### config.mk
export PLATFORM = sky130hd
export DESIGN_NAME = uart_program_loader
export DESIGN_NICKNAME = d
export VERILOG_FILES = /design/src/rtl/uart_program_loader.sv
export SDC_FILE = /design/constraint.sdc
export NUM_CORES = 1
export LEC_CHECK = 0
export CORE_UTILIZATION = 29
export CTS_BUF_LIST = sky130_fd_sc_hd__clkbuf_4 sky130_fd_sc_hd__clkbuf_8
export CTS_CLUSTER_DIAMETER = 40
export DETAILED_ROUTE_END_ITERATION = 8
export GPL_TIMING_DRIVEN = 0
export SYNTH_ARGS = -nofsm -noshare
export SYNTH_HDL_FRONTEND = slang
export SYNTH_SLANG_ARGS = --single-unit
### constraint.sdc
create_clock -name clk -period 7.6 [get_ports clk]
set_clock_uncertainty 0.2 [all_clocks]
set_input_delay 0.76 -clock clk [delete_from_list [all_inputs] [get_ports clk]]
set_output_delay 0.76 -clock clk [all_outputs]
set_load 0.05 [all_outputs]
### src/rtl/uart_program_loader.sv
// UART 8N1 program loader: receives SYNC + DEPTH-byte image + checksum into a
// local buffer, then burst-writes the image to RAM only when the checksum matches.
module uart_program_loader #(
    parameter int unsigned CLK_FREQ  = 27000000,
    parameter int unsigned BAUD      = 115200,
    parameter logic [7:0]  SYNC_BYTE = 8'hA5,
    parameter int unsigned DEPTH     = 16
) (
    input  logic                     clk,
    input  logic                     rst,
    input  logic                     uart_rx,
    input  logic                     enable,
    output logic                     ram_we,
    output logic [$clog2(DEPTH)-1:0] ram_addr,
    output logic [7:0]               ram_data,
    output logic                     busy,
    output logic                     done,
    output logic                     error
);

    localparam int unsigned AW   = $clog2(DEPTH);
    localparam int unsigned CPB  = CLK_FREQ / BAUD;
    localparam int unsigned HALF = CPB / 2;
    localparam int unsigned CW   = $clog2(CPB) + 1;

    typedef enum logic [1:0] {RX_IDLE, RX_START, RX_DATA, RX_STOP} rx_state_e;
    typedef enum logic [1:0] {F_IDLE, F_RECV, F_CHECK, F_COMMIT} f_state_e;

    rx_state_e     rx_state_q, rx_state_d;
    logic          rx_meta_q, rx_sync_q, rx_prev_q;
    logic [CW-1:0] rx_cnt_q, rx_cnt_d;
    logic [2:0]    rx_bit_q, rx_bit_d;
    logic [7:0]    rx_shift_q, rx_shift_d;
    logic          rx_valid_q, rx_valid_d;
    logic          rx_ferr_q, rx_ferr_d;

    f_state_e      f_state_q, f_state_d;
    logic [AW-1:0] idx_q, idx_d;
    logic [AW-1:0] addr_q, addr_d;
    logic [7:0]    csum_q, csum_d;
    logic [7:0]    data_q, data_d;
    logic          we_q, we_d;
    logic          busy_q, busy_d;
    logic          done_q, done_d;
    logic          error_q, error_d;
    logic          store_c;
    logic [7:0]    mem_q [DEPTH];

    // Synchroniser and edge history preset to the idle-high line level
    always_ff @(posedge clk or posedge rst) begin
        if (rst) begin
            rx_meta_q  <= 1'b1;
            rx_sync_q  <= 1'b1;
            rx_prev_q  <= 1'b1;
            rx_state_q <= RX_IDLE;
            rx_cnt_q   <= '0;
            rx_bit_q   <= '0;
            rx_shift_q <= '0;
            rx_valid_q <= 1'b0;
            rx_ferr_q  <= 1'b0;
        end else begin
            rx_meta_q  <= uart_rx;
            rx_sync_q  <= rx_meta_q;
            rx_prev_q  <= rx_sync_q;
            rx_state_q <= rx_state_d;
            rx_cnt_q   <= rx_cnt_d;
            rx_bit_q   <= rx_bit_d;
            rx_shift_q <= rx_shift_d;
            rx_valid_q <= rx_valid_d;
            rx_ferr_q  <= rx_ferr_d;
        end
    end

    always_comb begin
        rx_state_d = rx_state_q;
        rx_cnt_d   = rx_cnt_q;
        rx_bit_d   = rx_bit_q;
        rx_shift_d = rx_shift_q;
        rx_valid_d = 1'b0;
        rx_ferr_d  = 1'b0;
        case (rx_state_q)
            RX_IDLE: begin
                if (rx_prev_q && !rx_sync_q) begin
                    rx_state_d = RX_START;
                    rx_cnt_d   = '0;
                end
            end
            RX_START: begin
                // Mid start bit: a high line here was only a glitch
                if (rx_cnt_q == CW'(HALF - 1)) begin
                    rx_cnt_d   = '0;
                    rx_bit_d   = '0;
                    rx_state_d = rx_sync_q ? RX_IDLE : RX_DATA;
                end else begin
                    rx_cnt_d = rx_cnt_q + CW'(1);
                end
            end
            RX_DATA: begin
                if (rx_cnt_q == CW'(CPB - 1)) begin
                    rx_cnt_d   = '0;
                    rx_shift_d = {rx_sync_q, rx_shift_q[7:1]};
                    rx_bit_d   = rx_bit_q + 3'd1;
                    if (rx_bit_q == 3'd7) begin
                        rx_state_d = RX_STOP;
                    end
                end else begin
                    rx_cnt_d = rx_cnt_q + CW'(1);
                end
            end
            RX_STOP: begin
                if (rx_cnt_q == CW'(CPB - 1)) begin
                    rx_cnt_d   = '0;
                    rx_state_d = RX_IDLE;
                    rx_valid_d = rx_sync_q;
                    rx_ferr_d  = !rx_sync_q;
                end else begin
                    rx_cnt_d = rx_cnt_q + CW'(1);
                end
            end
            default: rx_state_d = RX_IDLE;
        endcase
    end

    always_ff @(posedge clk or posedge rst) begin
        if (rst) begin
            f_state_q <= F_IDLE;
            idx_q     <= '0;
            addr_q    <= '0;
            csum_q    <= '0;
            data_q    <= '0;
            we_q      <= 1'b0;
            busy_q    <= 1'b0;
            done_q    <= 1'b0;
            error_q   <= 1'b0;
        end else begin
            f_state_q <= f_state_d;
            idx_q     <= idx_d;
            addr_q    <= addr_d;
            csum_q    <= csum_d;
            data_q    <= data_d;
            we_q      <= we_d;
            busy_q    <= busy_d;
            done_q    <= done_d;
            error_q   <= error_d;
        end
    end

    // Image buffer; contents are don't-care until a frame is received
    always_ff @(posedge clk) begin
        if (store_c) begin
            mem_q[idx_q] <= rx_shift_q;
        end
    end

    always_comb begin
        f_state_d = f_state_q;
        idx_d     = idx_q;
        addr_d    = addr_q;
        csum_d    = csum_q;
        data_d    = data_q;
        we_d      = 1'b0;
        busy_d    = busy_q;
        done_d    = 1'b0;
        error_d   = error_q;
        store_c   = 1'b0;
        case (f_state_q)
            F_IDLE: begin
                if (rx_valid_q && enable && (rx_shift_q == SYNC_BYTE)) begin
                    error_d   = 1'b0;
                    csum_d    = '0;
                    idx_d     = '0;
                    busy_d    = 1'b1;
                    f_state_d = F_RECV;
                end
            end
            F_RECV: begin
                if (!enable) begin
                    busy_d    = 1'b0;
                    f_state_d = F_IDLE;
                end else if (rx_ferr_q) begin
                    error_d   = 1'b1;
                    busy_d    = 1'b0;
                    f_state_d = F_IDLE;
                end else if (rx_valid_q) begin
                    store_c = 1'b1;
                    csum_d  = csum_q + rx_shift_q;
                    idx_d   = idx_q + AW'(1);
                    if (idx_q == AW'(DEPTH - 1)) begin
                        f_state_d = F_CHECK;
                    end
                end
            end
            F_CHECK: begin
                if (!enable) begin
                    busy_d    = 1'b0;
                    f_state_d = F_IDLE;
                end else if (rx_ferr_q) begin
                    error_d   = 1'b1;
                    busy_d    = 1'b0;
                    f_state_d = F_IDLE;
                end else if (rx_valid_q) begin
                    if (rx_shift_q == csum_q) begin
                        we_d      = 1'b1;
                        addr_d    = '0;
                        data_d    = mem_q[0];
                        f_state_d = F_COMMIT;
                    end else begin
                        error_d   = 1'b1;
                        busy_d    = 1'b0;
                        f_state_d = F_IDLE;
                    end
                end
            end
            F_COMMIT: begin
                // RX bytes and enable are ignored until the burst finishes
                if (addr_q == AW'(DEPTH - 1)) begin
                    busy_d    = 1'b0;
                    done_d    = 1'b1;
                    f_state_d = F_IDLE;
                end else begin
                    we_d   = 1'b1;
                    addr_d = addr_q + AW'(1);
                    data_d = mem_q[addr_d];
                end
            end
            default: f_state_d = F_IDLE;
        endcase
    end

    assign ram_we   = we_q;
    assign ram_addr = addr_q;
    assign ram_data = data_q;
    assign busy     = busy_q;
    assign done     = done_q;
    assign error    = error_q;

endmodule

**Word level (Yosys, flattened, before mapping)**

Memories as Yosys holds them, arrays and structs flattened.
Cells that the tools add are included.

- Latch bits: 0
- ROM bits: 0
- Bits of input ports: 4
- Word-level logic and storage cells: 161
- Register bits: 57
- Output and inout bits: 16
- Memories kept: 1
- Memory bits (writable): 128

Memories:

| memory | words | width | read ports | clocked after Yosys merged registers in | write ports | RTL line | text |
|---|---|---|---|---|---|---|---|
| mem_q | 16 | 8 | 2 | 0 | 1 | 47 | `logic [7:0] mem_q [DEPTH];` |

- Equal/unequal tests: 36
- Bitwise logic cells: 0
- Shift-type cells: 0
- Mux-type cells: 82
- Div/mod/pow operators: 0
- $add $sub $neg: 5
- Multiply operators: 0
- Reduce and logical (&&, ||, !) cells: 19
- Magnitude comparators: 0

Operator list:

| operator | count |
|---|---|
| 2-to-1 mux 8 bit | 9 |
| 2-to-1 mux 4 bit | 9 |
| 2-to-1 mux 1 bit | 32 |
| 2-to-1 mux 2 bit | 16 |
| inequality test 2 bit (second input constant) | 16 |
| case mux 8 bit (2 select lines) | 2 |
| 2-to-1 mux 9 bit | 3 |
| case mux 9 bit (3 select lines) | 1 |
| AND reduction 5 bit | 4 |
| inequality test 4 bit (second input constant) | 4 |
| case mux 2 bit (4 select lines) | 2 |
| case mux 4 bit (2 select lines) | 2 |
| adder 9 x 1 -> 9 bit (second input constant) | 1 |
| equality test 9 x 7 -> 1 bit (second input constant) | 1 |
| equality test 9 x 8 -> 1 bit (second input constant) | 1 |
| inequality test 3 bit (second input constant) | 3 |
| adder 4 x 1 -> 4 bit (second input constant) | 2 |
| adder 8 bit | 1 |
| equality test 2 bit (second input constant) | 4 |
| equality test 4 bit (second input constant) | 2 |
| equality test 8 bit | 1 |
| equality test 8 bit (second input constant) | 1 |
| AND reduction 7 bit | 1 |
| 2-to-1 mux 3 bit | 2 |
| other kinds (16) | 22 |

**Longest topological paths before layout**

- Word-level depth: 6
- Mapped depth: 8

**Least setup slack after synthesis**

Ideal clock, no wire load.

- Path kind: register to register
- Start point: register addr_q[0], in the netlist ram_addr[0]
- End point: register data_q[6], in the netlist ram_data[6]
- Library setup time: 0.125 ns
- Path slack: 4.562 ns
- Arrival time: 2.713 ns
- Stages on the path, launching flop included: 8
- Period minus slack after synthesis: 3.038 ns
- Cell sequence: dfrtp_1 -> ha_1 -> clkbuf_1 -> clkbuf_1 -> mux4_2 -> mux4_2 -> mux2_2 -> mux2_2

- Cells in the longest elaborated chain, start to end: 4
- Elaborated cells between the ends (all ways): 7
- Those cells by class: add/sub (1); eq/ne (2); mux (2); reduce/logical (1); memory (1)

Ends and longest elaborated chain:

| what | RTL line | text |
|---|---|---|
| start, declared | 39 | `logic [AW-1:0] addr_q, addr_d;` |
| start signal, assigned | 138 | `addr_q <= addr_d;` |
| adder 4 x 1 -> 4 bit | 222 | `addr_d = addr_q + AW'(1);` |
| memory read (16 x 8 bit) | n/a |  |
| 2-to-1 mux 8 bit | 216 | `if (addr_q == AW'(DEPTH - 1)) begin` |
| case mux 8 bit (2 select lines) | 166 | `case (f_state_q)` |
| end signal, assigned | 140 | `data_q <= data_d;` |
| end, declared | 41 | `logic [7:0] data_q, data_d;` |

Parallel ways exist; a longest one is shown, timed or not. The select of a mux whose other input is x is not followed.
A chain may end at the register's enable or synchronous reset.

**Worst setup path after layout**

- Start point: register rx_shift_q[1]
- End point: register data_q[6], in the netlist ram_data[6]

- Cells in the longest elaborated chain, start to end: 3

Ends and longest elaborated chain:

| what | RTL line | text |
|---|---|---|
| start, declared | 33 | `logic [7:0] rx_shift_q, rx_shift_d;` |
| start signal, assigned | 68 | `rx_shift_q <= rx_shift_d;` |
| equality test 8 bit | 202 | `if (rx_shift_q == csum_q) begin` |
| inequality test 2 bit (no line) | n/a |  |
| AND reduction 6 bit (no line) | n/a |  |

Every way passes these cells.

==> summary by stage <==
Route
The DRC marker count from the first detailed-route iteration is 344. The detailed-route wire length is 17.01 mm. The detail-routed net length per standard cell is 18.21 µm.

The detailed-route via count is between 4000 and 5000. The detail-routed via count per cell is 4.891. In the routed design, unresolved DRC markers number 0. The detail route stage leaves a number of antenna-violating nets equal to 0.

The first-pass detailed-route iteration total is 6.

Synthesis
By area the synthesized netlist is led by edfxtp_1 (47%), dfrtp_1 (16%), mux4_1 (8.9%). Summed over its instances, the top area cell type makes up 46.62% of the synthesized netlist area. The net count after synthesis is 533. The Yosys step of the flow raised 0 warnings.

The count of unique library cells instantiated by Yosys is 58. After synthesis the netlist holds a flip-flop and latch count of 185. In this run the mean area of a mapped cell was 16.33 µm². Summing the sequential cell areas from Yosys gives ~64% of the chip area. The fraction of registers with async set/reset is 30.81%. The number of instances in the synthesized netlist is a little over 500.

The synthesized design spends more area on one cell type than any other, namely edfxtp_1. In the synthesized netlist, the cells that appear most often are edfxtp_1 (128), dfrtp_1 (54), nand2_1 (32). In the post-synthesis netlist, the cell with the most instances is edfxtp_1. The cell area after technology mapping is 0.008245 mm².

The number of flops mapped to enable cells by yosys is 128. In the synthesized netlist the dominant register cell turns out to be edfxtp_1.

STA
The slew of the pin with the lowest slew margin is 1.312 ns. The max-slew violation count is 0. The worst-case headroom to the max-slew limit is 11.86%. The setup TNS is 0 ns. The period utilization is between 40% and 50%. Setup violations remaining at the end of the flow were counted as 0. The setup slack of the critical path after layout is 4.059 ns. The achievable frequency is 282.4 MHz. The shortest period the worst path allows is 3.541 ns.

Final hold analysis gives a worst-case slack of 0.1613 ns. The hold violation count in the final report is 0. Setup repair after global routing left no endpoint under its margin.

Pwr
The total power per unit cell area is 210.0 mW/mm². Summed over all cells, the static leakage comes to slightly below 4 nW. The worst IR drop on VDD is 84.69 µV.

Worst setup path
Among all stages on the critical path, the largest delay is contributed by dfrtp_1. Data arrives at the worst endpoint at between 3 and 4 ns. STA puts the critical path data required time at 7.77 ns. The critical path is of the register to register type. The largest fanout on the critical path is 21.

The worst register-to-register path has a depth of 5. The kind of end point of the critical path is a register. The critical path contains buffers and inverters numbering 0 combined. The kind of launch point of the worst setup path is a register. The delay contributed by the slowest stage of the critical path is around 0.94 ns. Counting buffers and inverters, the worst setup path is 5 cells deep. The critical path goes through ha_1, nor4_1, a32oi_1, nor2_4, mux2_2. The kind of cell adding the most delay to the critical path is simple AND/OR/NAND/NOR gates.

Clock tree
No sink is reached through more buffers than the 2 on the longest clock path. For the worst-skew pair, the clock arrives at the later sink with an insertion delay of 0.46 ns. TritonCTS built the clock tree.

The number of clock sinks is 185. The number of H-tree branching levels is 4. The number of CTS-inserted buffers is 17. Once the clock tree was built, the setup fixing pass inserted 0 buffers. The count of cells resized by post-cts repair is 0. After clock tree synthesis, the clock-pin slew on the worst setup and hold paths is roughly 0.10 ns.

After clock tree synthesis, the flow added hold-fix buffers numbering 0. The library cell used as clock root buffer is clkbuf_8.

Hold path
The number of cells on the worst hold path is 0. The path class of the tightest hold or removal check is register to register.

Global route
The all-layer global routing usage is 12.21%. The global route total overflow is 0. The maximum number of pins on one net before global-route repair is 40. The number of antenna violations at the first check in global routing is 0.

The wire length of the first global-routing pass is 26.12 mm. The number of global-route vias before repair is 4601.

Floorplan
Row generation in the floorplan step produced 61 rows. The initial cell density of the core is 29.60%. The area of the core is 0.02786 mm². The horizontal extent of the die is 170.6 µm.

The die outline area is 0.02911 mm². The y dimension of the die is 170.6 µm. Pin placement for this block handled 20 I/O pins.

Layout
The post-synthesis to final-layout area growth is 13.98%. After the last flow step, the layout net total stands at around 570. The repair_antennas step left the layout with diodes totalling 0. The share of post-route cells with drive strength above 1 is 14.21%.

Placed design
The half-perimeter wire length after detailed placement is 11.46 mm. Routability-driven placement finished with a final weighted congestion of approximately 0.8. Buffers placed on the I/O ports in this run total 18.

The worst setup slack after placement is 3.891 ns.

Outcome
The flow ran to the end, and the final reports show no timing, DRC or antenna violations.

Flow run
The count of maximum capacitance violations is 0.
## final timing paths
check | slack (ns) | startpoint | to
setup / recovery | 4.06 | rx_shift_q[1] | ram_data[6]
hold / removal | 0.16 | rx_meta_q | rx_sync_q
setup reg to reg | 4.06 | rx_shift_q[1] | ram_data[6]
hold reg to reg | 0.16 | rx_meta_q | rx_sync_q
max in group asynchronous | 6.16 | rst | rx_meta_q
min in group asynchronous | 0.41 | rst | ram_data[3]
## cell type report
cell class | count | area, µm²
repair buffers | 19 | 200.2
flip-flops and latches | 185 | 5274
clock buffers | 19 | 261.5
fillers | 2642 | 18460
inverters | 20 | 75.07
multi-input cells | 283 | 2813
clock inverters | 13 | 207.7
plain buffers | 17 | 93.84
well taps | 378 | 473.0
## per-stage QoR
stage | total power [W] | cell area (µm²) | util [%] | cells
final | 0.001973 | 9398 | 33.73 | 934
after detailed placement | 0.001237 | 8919 | 32.01 | 902
after CTS | 0.001988 | 9388 | 33.70 | 934
after floorplan | 0.001209 | 8245 | - | 505
after global placement | 0.001229 | 8899 | 31.94 | 901
after global routing | 0.002047 | 9398 | 33.73 | 934
## cell usage in the layout, fill, tap and decap left out, types with 3 or more instances in the layout
master and n:
nor3_1 5, buf_6 4, ha_1 23, mux2_2 12
nor3_2 3, mux2_1 10, nand2_1 32, mux4_2 12
a22o_1 6, xnor2_1 4, nor4_1 4, a31oi_1 3
xor2_1 6, nand4_1 4, o21ai_1 7, clkdlybuf4s50_1 18
a21oi_1 16, a21o_1 4, mux2_4 7, clkbuf_1 12
edfxtp_1 128, dfrtp_1 54, clkbuf_8 19, nand2b_1 5
mux4_1 28, inv_6 3, inv_1 18, o21ai_0 12
nand3_1 14, dfstp_2 3, and3_1 5, bufinv_16 4
nor2_1 21, a211oi_1 3, mux2i_1 3
## worst register-to-register path, stage by stage, from the launching register on
cell and delay [ns]:
dfrtp_1 0.94, ha_1 0.38, nor4_1 0.62, a32oi_1 0.47, nor2_4 0.45, mux2_2 0.38
## state kept, by name, indices dropped and copies added (netlist names), 2 cells and up, named ones only
| register | count |
|---|---|
| rx_bit_q | 3 |
| ram_addr | 4 |
| rx_cnt_q | 9 |
| f_state_q | 2 |
| idx_q | 4 |
| ram_data | 8 |
| mem_q | 128 |
| rx_shift_q | 8 |
| csum_q | 8 |
## cell families after synthesis
logic type	synth area share, %
DFF	63.96
and+or+nand+nor	6.738
muxes	16.84
AOI/OAI and AO/OA	5.417
buffers and inverters	2.048
adders and majority gates	3.733
xor gates and xnor gates	1.259
## routing by layer
layer  wire, µm  up-vias  GRT usage [%]
li1           -     2066              -
met1       7564     2359          15.85
met2       8390      125          20.30
met3        847       18          3.007
met4        210        0          3.212
met5          0        -              0
## power by group
group	internal, W	switching, W
Clock	0.000387	0.000372
Sequential	0.00108	0.0000144
Combinational	0.0000469	0.0000710
(Power assumes the default switching activity.)
